**config.mk**
```make
export PLATFORM = sky130hd
export DESIGN_NAME = rx_ctrl_flat
export DESIGN_NICKNAME = d
export VERILOG_FILES = /design/src/rtl/rx_pkg.sv /design/src/rtl/rx_ctrl_if.sv /design/src/rtl/rx_fifo.sv /design/src/rtl/rx_ctrl.sv /design/src/flat_wrapper.sv
export SDC_FILE = /design/constraint.sdc
export NUM_CORES = 1
export LEC_CHECK = 0
export CAP_MARGIN = 20
export CORE_MARGIN = 2
export CORE_UTILIZATION = 37
export CTS_CLUSTER_SIZE = 20
export DETAILED_ROUTE_END_ITERATION = 12
export PLACE_DENSITY_LB_ADDON = 0.2
export SLEW_MARGIN = 20
export SYNTH_ARGS = -nofsm -noshare
export SYNTH_HDL_FRONTEND = slang
export SYNTH_SLANG_ARGS = --single-unit
```
**constraint.sdc**
```tcl
create_clock -name clk -period 11.1 [get_ports clk]
set_input_delay 1.665 -clock clk [delete_from_list [all_inputs] [get_ports clk]]
set_output_delay 1.665 -clock clk [all_outputs]
set_load 0.01 [all_outputs]
```
**src/rtl/rx_pkg.sv**
```systemverilog
// rx_pkg: shared state encoding and parameter defaults for the rx_ctrl capture block.
package rx_pkg;
  typedef enum logic [1:0] {IDLE = 2'd0, CAPTURE = 2'd1, DRAIN = 2'd2} rx_state_e;
  localparam int FIFO_AW_DEF = 4;
  localparam logic [15:0] HDR_MAGIC_DEF = 16'hA5C3;
endpackage

```
**src/rtl/rx_ctrl_if.sv**
```systemverilog
// rx_ctrl_if: AXI-stream output bundle; master drives data/valid/last, slave drives ready.
interface rx_ctrl_if;
  logic [31:0] rx_tdata;
  logic rx_tvalid;
  logic rx_tready;
  logic rx_tlast;
  modport master(output rx_tdata, rx_tvalid, rx_tlast, input rx_tready);
  modport slave(input rx_tdata, rx_tvalid, rx_tlast, output rx_tready);
endinterface

```
**src/rtl/rx_fifo.sv**
```systemverilog
// rx_fifo: synchronous first-word-fall-through FIFO; a pop frees a slot for a same-edge push.
module rx_fifo #(
  parameter int AW = 4,
  parameter int W = 32
) (
  input  logic          clk,
  input  logic          rst,
  input  logic          push_i,
  input  logic [W-1:0]  wdata_i,
  input  logic          pop_i,
  output logic [W-1:0]  rdata_o,
  output logic          full_o,
  output logic          empty_o,
  output logic [AW:0]   count_o
);
  logic [W-1:0] mem_q [2**AW];
  logic [AW-1:0] wr_q, rd_q;
  logic [AW:0] cnt_q;
  logic wr, rd;
  assign rd = pop_i && !empty_o;
  assign wr = push_i && (!full_o || rd);
  always_ff @(posedge clk or posedge rst)
    if (rst) begin
      wr_q <= '0;
      rd_q <= '0;
      cnt_q <= '0;
    end else begin
      wr_q <= wr_q + AW'(wr);
      rd_q <= rd_q + AW'(rd);
      cnt_q <= cnt_q + (AW+1)'(wr) - (AW+1)'(rd);
    end
  always_ff @(posedge clk)
    if (wr) mem_q[wr_q] <= wdata_i;
  assign rdata_o = mem_q[rd_q];
  assign full_o = cnt_q == (AW+1)'(2**AW);
  assign empty_o = cnt_q == '0;
  assign count_o = cnt_q;
endmodule

```
**src/rtl/rx_ctrl.sv**
```systemverilog
// rx_ctrl: triggered ADC capture into a FWFT FIFO drained over AXI-stream.
// Define RX_CTRL_HEADER_EN to prefix each capture with a {HDR_MAGIC, seq} header word.
module rx_ctrl
  import rx_pkg::*;
#(
  parameter int FIFO_AW = FIFO_AW_DEF,
  parameter logic [15:0] HDR_MAGIC = HDR_MAGIC_DEF
) (
  input  logic        clk,
  input  logic        rst,
  input  logic        trig,
  input  logic [15:0] rxsmps,
  input  logic [31:0] adc,
  rx_ctrl_if.master   rx,
  output logic        busy,
  output logic        overflow
);
  rx_state_e state_q;
  logic [15:0] n_q, cnt_q, cnt_d;
  logic overflow_q, accept, cap, pop, push, full, empty, drop;
  logic [31:0] wdata, rdata;
  logic [FIFO_AW:0] count;
  assign accept = state_q == IDLE && trig && rxsmps != '0;
  assign cap = state_q == CAPTURE;
  assign cnt_d = cnt_q + 16'd1;
  assign pop = !empty && rx.rx_tready;
  assign drop = cap && full && !pop;
`ifdef RX_CTRL_HEADER_EN
  logic [15:0] seq_q;
  always_ff @(posedge clk or posedge rst)
    if (rst) seq_q <= '0;
    else if (accept) seq_q <= seq_q + 16'd1;
  assign push = accept || cap;
  assign wdata = cap ? adc : {HDR_MAGIC, seq_q};
`else
  logic unused_hdr;
  assign unused_hdr = ^HDR_MAGIC;
  assign push = cap;
  assign wdata = adc;
`endif
  rx_fifo #(.AW(FIFO_AW), .W(32)) u_fifo (
    .clk(clk),
    .rst(rst),
    .push_i(push),
    .wdata_i(wdata),
    .pop_i(pop),
    .rdata_o(rdata),
    .full_o(full),
    .empty_o(empty),
    .count_o(count)
  );
  assign rx.rx_tvalid = !empty;
  assign rx.rx_tdata = empty ? '0 : rdata;
  assign rx.rx_tlast = state_q == DRAIN && count == (FIFO_AW+1)'(1) && !empty;
  assign busy = state_q != IDLE;
  assign overflow = overflow_q;
  always_ff @(posedge clk or posedge rst)
    if (rst) begin
      state_q <= IDLE;
      n_q <= '0;
      cnt_q <= '0;
      overflow_q <= 1'b0;
    end else begin
      overflow_q <= accept ? 1'b0 : overflow_q | drop;
      case (state_q)
        IDLE: if (accept) begin
          n_q <= rxsmps;
          cnt_q <= '0;
          state_q <= CAPTURE;
        end
        CAPTURE: begin
          cnt_q <= cnt_d;
          if (cnt_d == n_q) state_q <= DRAIN;
        end
        DRAIN: if (pop && rx.rx_tlast) state_q <= IDLE;
        default: state_q <= IDLE;
      endcase
    end
endmodule

```
**src/flat_wrapper.sv**
```systemverilog
// flat-port wrapper written by rule: the top's interface ports become plain ports
module rx_ctrl_flat import rx_pkg::*;
#(
  parameter int FIFO_AW = FIFO_AW_DEF,
  parameter logic [15:0] HDR_MAGIC = HDR_MAGIC_DEF
)
  (clk, rst, trig, rxsmps, adc, busy, overflow, rx_rx_tdata, rx_rx_tvalid, rx_rx_tlast, rx_rx_tready);
  rx_ctrl_if rx_i ();
  input  logic clk;
  input  logic rst;
  input  logic trig;
  input  logic [15:0] rxsmps;
  input  logic [31:0] adc;
  output logic busy;
  output logic overflow;
  output wire logic [$bits(rx_i.rx_tdata)-1:0] rx_rx_tdata;
  output wire logic [$bits(rx_i.rx_tvalid)-1:0] rx_rx_tvalid;
  output wire logic [$bits(rx_i.rx_tlast)-1:0] rx_rx_tlast;
  input wire logic [$bits(rx_i.rx_tready)-1:0] rx_rx_tready;
  assign rx_rx_tdata = rx_i.rx_tdata;
  assign rx_rx_tvalid = rx_i.rx_tvalid;
  assign rx_rx_tlast = rx_i.rx_tlast;
  assign rx_i.rx_tready = rx_rx_tready;
  rx_ctrl #(.FIFO_AW(FIFO_AW), .HDR_MAGIC(HDR_MAGIC)) u_core (.clk(clk), .rst(rst), .trig(trig), .rxsmps(rxsmps), .adc(adc), .rx(rx_i), .busy(busy), .overflow(overflow));
endmodule
```
==> results.toml <==
[global_routing]
use_met2_pct = 28.4
grt_first_pass_wirelength_um = 79100
grt_pass1_vias = 11870
antenna_found_initial = 2
grt-ovfl-total = 0
top_usage_layer = "met2"
grtUsageMet3_pct = 2.53
met1_usage_pct = 23.6
grt_max_degree = 117
track_usage_pct = 17.1

[pwr]
intPower_mw = 4.91
powerDensity_nw_per_um2 = 282
ir_drop_mv = 0.212
p_leak_nw = 8.66
p_seq_share_pct = 40.3
combinationalPowerShare_pct = 33.9
clkPwrFrac_pct = 25.8
power_switching_mw = 2.44
switching_share_pct = 33.2

[critical_path]
cp_data_required_time_ps = 9440
crit_buf_inv = 2
reg2reg_depth = 6
worst_setup_path_end_kind = "primary output"
cp_max_fo = 116
path_cells = "buf_12 > mux2i_1 > o221ai_1 > o22ai_1 > a211oi_1 > clkdlybuf4s50_1"
worst_setup_path_start_kind = "register"
slowest_stage = "dfrtp_4"
worstReg2RegEnd = "u_core.u_fifo.mem_q[10][18]"
reg2reg_from = "u_core.state_q[0]"
max_stage_delay_ps = 850
arrival_ps = 4120
path_class = "reg2out"
reg2reg_slack_ps = 7470
crit_family = "buffers and inverters"

[die]
die_x_um = 250
core_area_um2 = 60000
fp.dieH_um = 250
die_area_um2 = 62300
rows = 90
initial_core_util_pct = 37.2
ios = 88

[place]
routabilityCongestion = 0.752
dpl-instance-area_um2 = 24200
port_buffers = 87
dp_hpwl_um = 29700

[sta]
tightest_slew_ps = 976
rsz0062_at_grt = "no"
finalHoldViolations = 0
tns_ps = 0
final.period_utilization_pct = 52.1
setup_violations = 0
finalClockSkew_ps = 23.7
max_freq_mhz = 173
finalMaxSlewViolations = 0
slew_headroom_pct = 34.9
fin_crit_ps = 5780
holdWs_ps = 513

[routing]
finalWirelength_um = 53500
via_per_inst = 5.41
wire_per_inst_um = 24.9
num_vias = 11631
drtIter0Drc = 769
firstDrtPassIters = 4
post-route-drc-count = 0
ant_nets = 0

[yosys]
synth.distinct_cells = 54
synth_common_cells = "edfxtp_1, mux2i_1, o221ai_1, mux4_2, nand2_1"
ys_seq_area_share_pct = 74.2
async_flop_share_pct = 8.57
netlist_instances = 1216
yosysMostFrequentCell = "edfxtp_1"
syn_nets = 1280
synth_flop_cell = "edfxtp_1"
synth_area_um2 = 22300
ys_warn_count = 0
ys_ff_latch = 560
synth_enable_flop_cells = 512
synthDominantCellAreaShare_pct = 68.9
yosysTopAreaCell = "edfxtp_1"
synth.area.top_cells = "edfxtp_1, mux4_2, mux2i_1"
syn_area_per_cell_um2 = 18.4

[layout]
syn_to_final_growth_pct = 17.0
final-seq-area_um2 = 16600
fin_area_um2 = 26100
n_antenna_cell = 0
nFillCells = 5162
drive_above_1_share_pct = 16.5
multiInputGateArea_um2 = 5520
final_nets = 1385

[clocking]
numCtsBuffers = 58
root_buffer = "clkbuf_16"
htree_levels = 2
clkLatencyLatePin_ps = 620
clock-sinks = 560
post_cts_buffers = 0
ctsResizeCount = 0
cts.clk_slew.worst_paths_ps = 60
postCtsHoldBufs = 0
tritoncts = "built"
clockBufferDepth = 3

[worst_hold_path]
whs_path_depth = 2
hold_end = "u_core.overflow"
min_path_type = "reg2reg"
min_from = "u_core.overflow"

[outcome]
status = "finished clean"

[job]
maxCapViolCount = 0
cell type report:
cell class	count	area share [%]
flip-flops and latches	560	63.5
multi-input cells	572	21.2
clock buffers	77	6.15
repair buffers	118	4.27
well taps	782	3.75
clock inverters	29	0.997
inverters	11	0.158
sequential cells by signal, summed over array words and instances (netlist names):
register and flops:
u_core.u_fifo.mem_q 512, u_core.cnt_q 16, u_core.n_q 16, u_core.u_fifo.count_o 5, u_core.u_fifo.rd_q 4, u_core.u_fifo.wr_q 4
u_core.state_q 2, u_core.overflow 1
worst max path at each step:
stage                               start                         to  cells after the start
detailed placement  u_core.u_fifo.rd_q[0]            rx_rx_tdata[29]                      6
finish              u_core.u_fifo.rd_q[0]            rx_rx_tdata[29]                      6
global route        u_core.u_fifo.rd_q[0]            rx_rx_tdata[14]                      6
global placement    u_core.u_fifo.rd_q[0]            rx_rx_tdata[29]                      6
floorplan                    rx_rx_tready  u_core.u_fifo.mem_q[0][0]                      4
CTS                 u_core.u_fifo.rd_q[0]            rx_rx_tdata[29]                      6
power groups by stage:
stage | clock network [mW] | logic [mW] | registers, mW
finish | 1.90 | 2.49 | 2.96
global route | 2.02 | 2.70 | 3.01
CTS | 1.95 | 2.55 | 2.97
detailed placement | 0 | 2.53 | 3.01
global placement | 0 | 2.53 | 3.00
floorplan | 0 | 1.61 | 2.90
cells by family (layout without fill, tap and decap cells):
group                    after synthesis  after routing  share of synthesized area [%]
AND/OR/NAND/NOR                      135            135                           3.19
XOR/XNOR                              29             29                           1.14
AO/OA/AOI/OAI                        189            189                           6.22
multiplexers                         207            207                           13.0
buffers and inverters                 84            235                           1.55
adder cells (fa/ha/maj)               12             12                          0.706
flip-flops                           560            560                           74.2
per-layer routing:
layer / share of wire, % / routed length, µm / vias up
met1: 45 / 24200 / 6127
li1: - / - / 5220
met5: 0.043 / 23 / -
met4: 2.1 / 1130 / 4
met3: 3.5 / 1890 / 77
met2: 49 / 26200 / 203
layout by cell type, fill, tap and decap left out, drive strengths merged, types with 17 or more instances in the layout:
cell type,count
a211oi,33
buf,31
clkbuf,77
clkdlybuf4s50,87
clkinv,25
dfrtp,48
edfxtp,512
mux2i,128
mux4,64
nand2,49
nor2,28
o21ai,24
o221ai,65
o22ai,33
xnor2,17
worst min-delay path, stage by stage (launching register included):
cell     delay (ps)
dfrtp_1         350
a21oi_1          40
nor2_1           80
through the flow:
stage | power [mW] | setup WS, ps | utilization [%] | instances
global route | 7.73 | 5100 | 43.5 | 2149
detailed placement | 5.55 | 6000 | 40.4 | 2043
finish | 7.35 | 5320 | 43.5 | 2149
floorplan | 4.51 | 6180 | - | 1216
CTS | 7.47 | 5320 | 43.5 | 2149
global placement | 5.53 | 5950 | 40.4 | 2042
(Power assumes the default switching activity.)
